## config.mk

```make
export PLATFORM = sky130hd
export DESIGN_NAME = spi_slave_rx_mode3
export DESIGN_NICKNAME = d
export VERILOG_FILES = /design/src/rtl/spi_slave_rx_mode3.sv
export SDC_FILE = /design/constraint.sdc
export NUM_CORES = 1
export LEC_CHECK = 0
export BUFFER_PORTS_ARGS = -buffer_cell sky130_fd_sc_hd__buf_2
export CORE_UTILIZATION = 40
export CTS_CLUSTER_DIAMETER = 50
export DETAILED_ROUTE_END_ITERATION = 10
export SYNTH_ARGS = -nofsm -noshare
export SYNTH_HDL_FRONTEND = slang
export SYNTH_SLANG_ARGS = --single-unit
```

## constraint.sdc

```tcl
create_clock -name In_clk -period 1.8 [get_ports In_clk]
set_clock_uncertainty 0.2 [all_clocks]
set_input_delay 0.36 -clock In_clk [delete_from_list [all_inputs] [get_ports In_clk]]
set_output_delay 0.36 -clock In_clk [all_outputs]
set_load 0.02 [all_outputs]
```

## src/rtl/spi_slave_rx_mode3.sv

```systemverilog
// -----------------------------------------------------------------------------
// spi_slave_rx_mode3
//
// Purpose:
//   SPI mode-3 slave receiver (CPOL=1, CPHA=1, MSB first). It oversamples CS_n,
//   SCLK and MOSI on the local system clock and shifts MOSI in on each
//   synchronised SCLK rising edge. Each completed DATA_WIDTH-bit word is
//   presented with a one-cycle valid strobe. A frame cut short by CS_n rising
//   mid-word produces a one-cycle error strobe, and the partial word is dropped.
//
// Ports:
//   In_clk        system clock
//   In_rst_n      asynchronous active-low reset
//   In_spi_cs_n   chip select from master (async, active-low)
//   In_spi_sclk   SPI clock from master (async, idles high)
//   In_spi_mosi   serial data from master (async, changes on SCLK fall)
//   Out_rx_data   last completed word, held until the next one completes
//   Out_rx_valid  one-cycle pulse: Out_rx_data is new this cycle
//   Out_rx_busy   high while a frame is in progress (synchronised CS_n low)
//   Out_rx_err    one-cycle pulse: CS_n rose with a partial word pending
// -----------------------------------------------------------------------------
module spi_slave_rx_mode3 #(
  parameter int DATA_WIDTH  = 8,
  parameter int SYNC_STAGES = 2
) (
  input  logic                  In_clk,
  input  logic                  In_rst_n,
  input  logic                  In_spi_cs_n,
  input  logic                  In_spi_sclk,
  input  logic                  In_spi_mosi,
  output logic [DATA_WIDTH-1:0] Out_rx_data,
  output logic                  Out_rx_valid,
  output logic                  Out_rx_busy,
  output logic                  Out_rx_err
);

  localparam int CNT_W = (DATA_WIDTH > 2) ? $clog2(DATA_WIDTH) : 1;
  localparam logic [CNT_W-1:0] LAST_BIT = CNT_W'(DATA_WIDTH - 1);

  typedef enum logic {
    IDLE = 1'b0,
    RECV = 1'b1
  } state_t;

  // Input synchronisers. The MSB of each vector is the synchronised value.
  logic [SYNC_STAGES-1:0] cs_sync_q;
  logic [SYNC_STAGES-1:0] sclk_sync_q;
  logic [SYNC_STAGES-1:0] mosi_sync_q;
  logic                   sclk_prev_q;

  logic cs_s;
  logic sclk_s;
  logic mosi_s;
  logic sclk_rise;

  state_t                state_q, state_d;
  logic [DATA_WIDTH-1:0] shift_q, shift_d;
  logic [CNT_W-1:0]      cnt_q, cnt_d;
  logic [DATA_WIDTH-1:0] data_q, data_d;
  logic                  valid_q, valid_d;
  logic                  err_q, err_d;

  always_ff @(posedge In_clk or negedge In_rst_n) begin
    if (!In_rst_n) begin
      cs_sync_q   <= '1;
      sclk_sync_q <= '1;
      mosi_sync_q <= '0;
      sclk_prev_q <= 1'b1;
    end else begin
      cs_sync_q   <= {cs_sync_q[SYNC_STAGES-2:0], In_spi_cs_n};
      sclk_sync_q <= {sclk_sync_q[SYNC_STAGES-2:0], In_spi_sclk};
      mosi_sync_q <= {mosi_sync_q[SYNC_STAGES-2:0], In_spi_mosi};
      sclk_prev_q <= sclk_sync_q[SYNC_STAGES-1];
    end
  end

  assign cs_s      = cs_sync_q[SYNC_STAGES-1];
  assign sclk_s    = sclk_sync_q[SYNC_STAGES-1];
  assign mosi_s    = mosi_sync_q[SYNC_STAGES-1];
  // Only rising edges sample data in mode 3; falling edges are ignored.
  assign sclk_rise = sclk_s & ~sclk_prev_q;

  always_comb begin
    state_d = state_q;
    shift_d = shift_q;
    cnt_d   = cnt_q;
    data_d  = data_q;
    valid_d = 1'b0;
    err_d   = 1'b0;

    unique case (state_q)
      IDLE: begin
        cnt_d = '0;
        if (!cs_s) begin
          state_d = RECV;
        end
      end

      RECV: begin
        // CS_n release is checked first so that an SCLK edge seen in the
        // same cycle is discarded and a just-completing word counts as
        // truncated rather than valid.
        if (cs_s) begin
          state_d = IDLE;
          cnt_d   = '0;
          shift_d = '0;
          if (cnt_q != '0) begin
            err_d = 1'b1;
          end
        end else if (sclk_rise) begin
          shift_d = {shift_q[DATA_WIDTH-2:0], mosi_s};
          if (cnt_q == LAST_BIT) begin
            data_d  = {shift_q[DATA_WIDTH-2:0], mosi_s};
            valid_d = 1'b1;
            cnt_d   = '0;
          end else begin
            cnt_d = cnt_q + 1'b1;
          end
        end
      end

      default: begin
        state_d = IDLE;
        cnt_d   = '0;
      end
    endcase
  end

  always_ff @(posedge In_clk or negedge In_rst_n) begin
    if (!In_rst_n) begin
      state_q <= IDLE;
      shift_q <= '0;
      cnt_q   <= '0;
      data_q  <= '0;
      valid_q <= 1'b0;
      err_q   <= 1'b0;
    end else begin
      state_q <= state_d;
      shift_q <= shift_d;
      cnt_q   <= cnt_d;
      data_q  <= data_d;
      valid_q <= valid_d;
      err_q   <= err_d;
    end
  end

  assign Out_rx_data  = data_q;
  assign Out_rx_valid = valid_q;
  assign Out_rx_err   = err_q;
  assign Out_rx_busy  = (state_q == RECV);

endmodule

```

==> run metrics <==
Final Hold Viols=0; combinational share of power=0.058; multi-input combinational cell area=373 um^2; CTS Root Cell=sky130_fd_sc_hd__clkbuf_4; maximum number of pins on one net before global-route repair=29; Setup crit start=cnt_q[0]; Die Outline Area=0.00311 mm^2; antenna viol nets, final=0; worst setup path endpoint=Out_rx_data[7]; Filler cells=about 240; Floorplan Core Area=0.00273 mm^2; async set-or-reset flop fraction in the synthesized netlist=1.00; flop and latch count out of synthesis=28; maximum clock path buffer count=2; total routing usage reported by global routing=0.130; fraction of met2 tracks used by global routing=0.239; Pre-Repair DR Iteration Count=4; Clk pwr share=0.355; critical path endpoint category=flip-flop; wire length per cell=roughly 13 um; wire length of the first global-routing pass=3190 um; GRT Residual Overflow=0; Finish-stage setup viols=0; Total Wirelength=1780 um; Post-DP HPWL=1240 um; count of buffers inserted at the top-level ports=15; clock latency reported for the late side of the worst-skew pair=0.31 ns; most frequent cells after synthesis=sky130_fd_sc_hd__dfrtp_1, sky130_fd_sc_hd__inv_1, sky130_fd_sc_hd__mux2_4; fraction of power spent switching nets=0.199; Layout Area Growth over Synthesis=16.9%; fin crit period=1.68 ns; max frequency=595 MHz; EDFF count, synth=0; Final Wtd Congestion=0.724; post-synth net total=between 90 and 100; library cell with the largest summed area after synthesis=sky130_fd_sc_hd__dfrtp_1; critical path fanouts, max=9; iteration-0 DRC count of the detailed router=15; critical path launch point type=flip-flop; startpoint of the worst register-to-register path=cnt_q[0]; synthesized area per cell=around 13 um^2; fraction of final layout cells with drive strength greater than 1=0.364; number of global-route vias before repair=746; Ys Warns=0; dominant register cell in the synthesized netlist=sky130_fd_sc_hd__dfrtp_1; P_sw=0.225 mW; horizontal extent of the die=55.7 um; Worst VDD drop=0.000556 V; worst-margin pin slew=0.592 ns; final clock period utilization by the worst path=0.934; H-Tree Level Count=1; path depth of the worst reg2reg path=4; met1 track demand over resource in global routing=0.159; count of cells resized by post-cts repair=0; internal power component=around 0.9 mW; portion of the post-synthesis area used by sequential elements=0.612; final sum of negative setup slack=0 ns; footprint of the flip-flops and latches=707 um^2; Setup CP Type=reg2reg; post-synthesis instance area=0.00115 mm^2; Post-Synthesis Cells=86; leakage dissipation=0.678 nW; DRC violation count after routing=0; Placement Rows=19; clk sinks=28; unique cell type count in the Yosys netlist=20; result of the run=finished, final reports clean; Clock transition at path regs=around 0.15 ns; Crit Reg-Reg Endpoint=Out_rx_data[7]; Power Dens Cells=836 mW/mm^2; global routing met3 resource utilization=0.0209; internal reg-to-reg setup slack=0.12 ns; power share of the sequential group=0.587; via/cell ratio=5.07; MaxCap Viol Count=0; via count of the routed design=700; data arrival time of the critical path=1.70 ns; leading cell type by number of instances after synthesis=sky130_fd_sc_hd__dfrtp_1; setup repair after global routing missed its margin=no; final antenna diode count=0; TritonCTS Buffers=3; clock tree from TritonCTS=built; endpoint required time on the critical path=around 1.8 ns; antenna violations before repair=0; Worst slew margin=0.606; leading cell types by total area after synthesis=sky130_fd_sc_hd__dfrtp_1, sky130_fd_sc_hd__dfstp_2, sky130_fd_sc_hd__mux2_4; starting density of the core=0.422; max-slew violations=0; worst min-delay path class=reg2reg; number of primary I/O pins=16; nets=116; fraction of synthesized cell area taken by the top area cell type=0.498; total power consumption of the routed design=between 1 and 1.5 mW; Vert. Die Dim=55.7 um; GR peak layer=met2
-- state kept, by name, summed over array words and instances, names as in the netlist --
name / count
Out_rx_data: 8
Out_rx_valid: 1
sclk_sync_q: 2
mosi_sync_q: 2
sclk_prev_q: 1
Out_rx_err: 1
cnt_q: 3
cs_sync_q: 2
shift_q: 7
Out_rx_busy: 1
-- layer usage --
metal  part of all wire  wire [um]  vias up
li1                   -          -      331
met2               0.54        966       13
met5                  0          0        -
met1               0.42        741      354
met4             0.0068         12        0
met3              0.031         55        2
-- what timing repair did --
| action | CTS | global route |
|---|---|---|
| buffers inserted | 0 | 0 |
| hold endpoints to repair | 26 | 0 |
| hold buffers | 4 | 0 |
-- how the worst min path moves through the flow --
stage / depth (start not counted) / to / start / slack, ns
2_1_floorplan: 0 / Out_rx_busy / In_rst_n / -0.14
3_3_place_gp: 0 / mosi_sync_q[1] / mosi_sync_q[0] / 0.13
3_5_place_dp: 0 / mosi_sync_q[1] / mosi_sync_q[0] / 0.14
4_1_cts: 0 / sclk_sync_q[1] / sclk_sync_q[0] / 0.17
5_1_grt: 0 / sclk_sync_q[1] / sclk_sync_q[0] / 0.17
6_report: 0 / mosi_sync_q[1] / mosi_sync_q[0] / 0.17
-- layout make-up --
cell class,instances,share of cell area
Sequential cell,28,0.524
Multi-Input combinational cell,42,0.276
Tap cell,31,0.0287
Inverter,11,0.0306
Clock buffer,3,0.0167
Clock inverter,1,0.0222
Timing Repair Buffer,22,0.102
-- critical path, cell delays in order (launching register included) --
cell and delay, ns:
sky130_fd_sc_hd__dfrtp_1 0.44, sky130_fd_sc_hd__ha_1 0.23, sky130_fd_sc_hd__ha_1 0.23, sky130_fd_sc_hd__nand3_4 0.17, sky130_fd_sc_hd__mux2_4 0.32
-- power groups by stage --
| stage | registers [mW] | clock network (mW) | logic, mW |
|---|---|---|---|
| 6_report | 0.662 | 0.401 | 0.0649 |
| 5_1_grt | 0.665 | 0.437 | 0.0747 |
| 4_1_cts | 0.663 | 0.416 | 0.0664 |
| 3_5_place_dp | 0.674 | 0 | 0.0599 |
| 3_3_place_gp | 0.673 | 0 | 0.0588 |
| 2_1_floorplan | 0.672 | 0 | 0.0368 |
-- through the flow --
step	hold slack [ns]	utilization	setup slack [ns]	std cells	area, um^2
2_1_floorplan	-0.136	-	0.235	86	1150
3_3_place_gp	0.134	0.460	0.197	130	1260
3_5_place_dp	0.136	0.460	0.120	130	1260
4_1_cts	0.169	0.494	0.0977	138	1350
5_1_grt	0.170	0.494	0.0485	138	1350
6_report	0.165	0.494	0.118	138	1350
-- cells by family (layout without fill, tap and decap cells) --
family                   after synthesis  in the layout  share of synthesized area
buffers and inverters                 16             37                     0.0650
AO/OA/AOI/OAI                         17             17                     0.0975
flip-flops                            28             28                      0.612
AND/OR/NAND/NOR                       13             13                     0.0802
multiplexers                           9              9                      0.113
adder cells (fa/ha/maj)                3              3                     0.0325
-- placed cells by master (no fill, tap or decap) --
| cell | synthesis | final |
|---|---|---|
| sky130_fd_sc_hd__nand2_1 | 6 | 6 |
| sky130_fd_sc_hd__a32o_1 | 1 | 1 |
| sky130_fd_sc_hd__dfrtp_1 | 23 | 23 |
| sky130_fd_sc_hd__and3b_2 | 1 | 1 |
| sky130_fd_sc_hd__nor2b_4 | 2 | 2 |
| sky130_fd_sc_hd__nand3_4 | 1 | 1 |
| sky130_fd_sc_hd__a21oi_1 | 3 | 3 |
| sky130_fd_sc_hd__dlygate4sd3_1 | 0 | 4 |
| sky130_fd_sc_hd__or2b_1 | 1 | 1 |
| sky130_fd_sc_hd__o22ai_1 | 6 | 6 |
| sky130_fd_sc_hd__o21ai_0 | 1 | 1 |
| sky130_fd_sc_hd__buf_4 | 1 | 3 |
| sky130_fd_sc_hd__mux2i_1 | 1 | 1 |
| sky130_fd_sc_hd__clkbuf_4 | 0 | 3 |
| sky130_fd_sc_hd__nor2_1 | 2 | 2 |
| sky130_fd_sc_hd__dfstp_2 | 5 | 5 |
| sky130_fd_sc_hd__bufinv_16 | 0 | 1 |
| sky130_fd_sc_hd__a22oi_1 | 6 | 6 |
| sky130_fd_sc_hd__inv_1 | 11 | 11 |
| sky130_fd_sc_hd__mux2_4 | 8 | 8 |
| sky130_fd_sc_hd__buf_2 | 3 | 15 |
| sky130_fd_sc_hd__ha_1 | 3 | 3 |
Power figures use the tool's default switching activity.
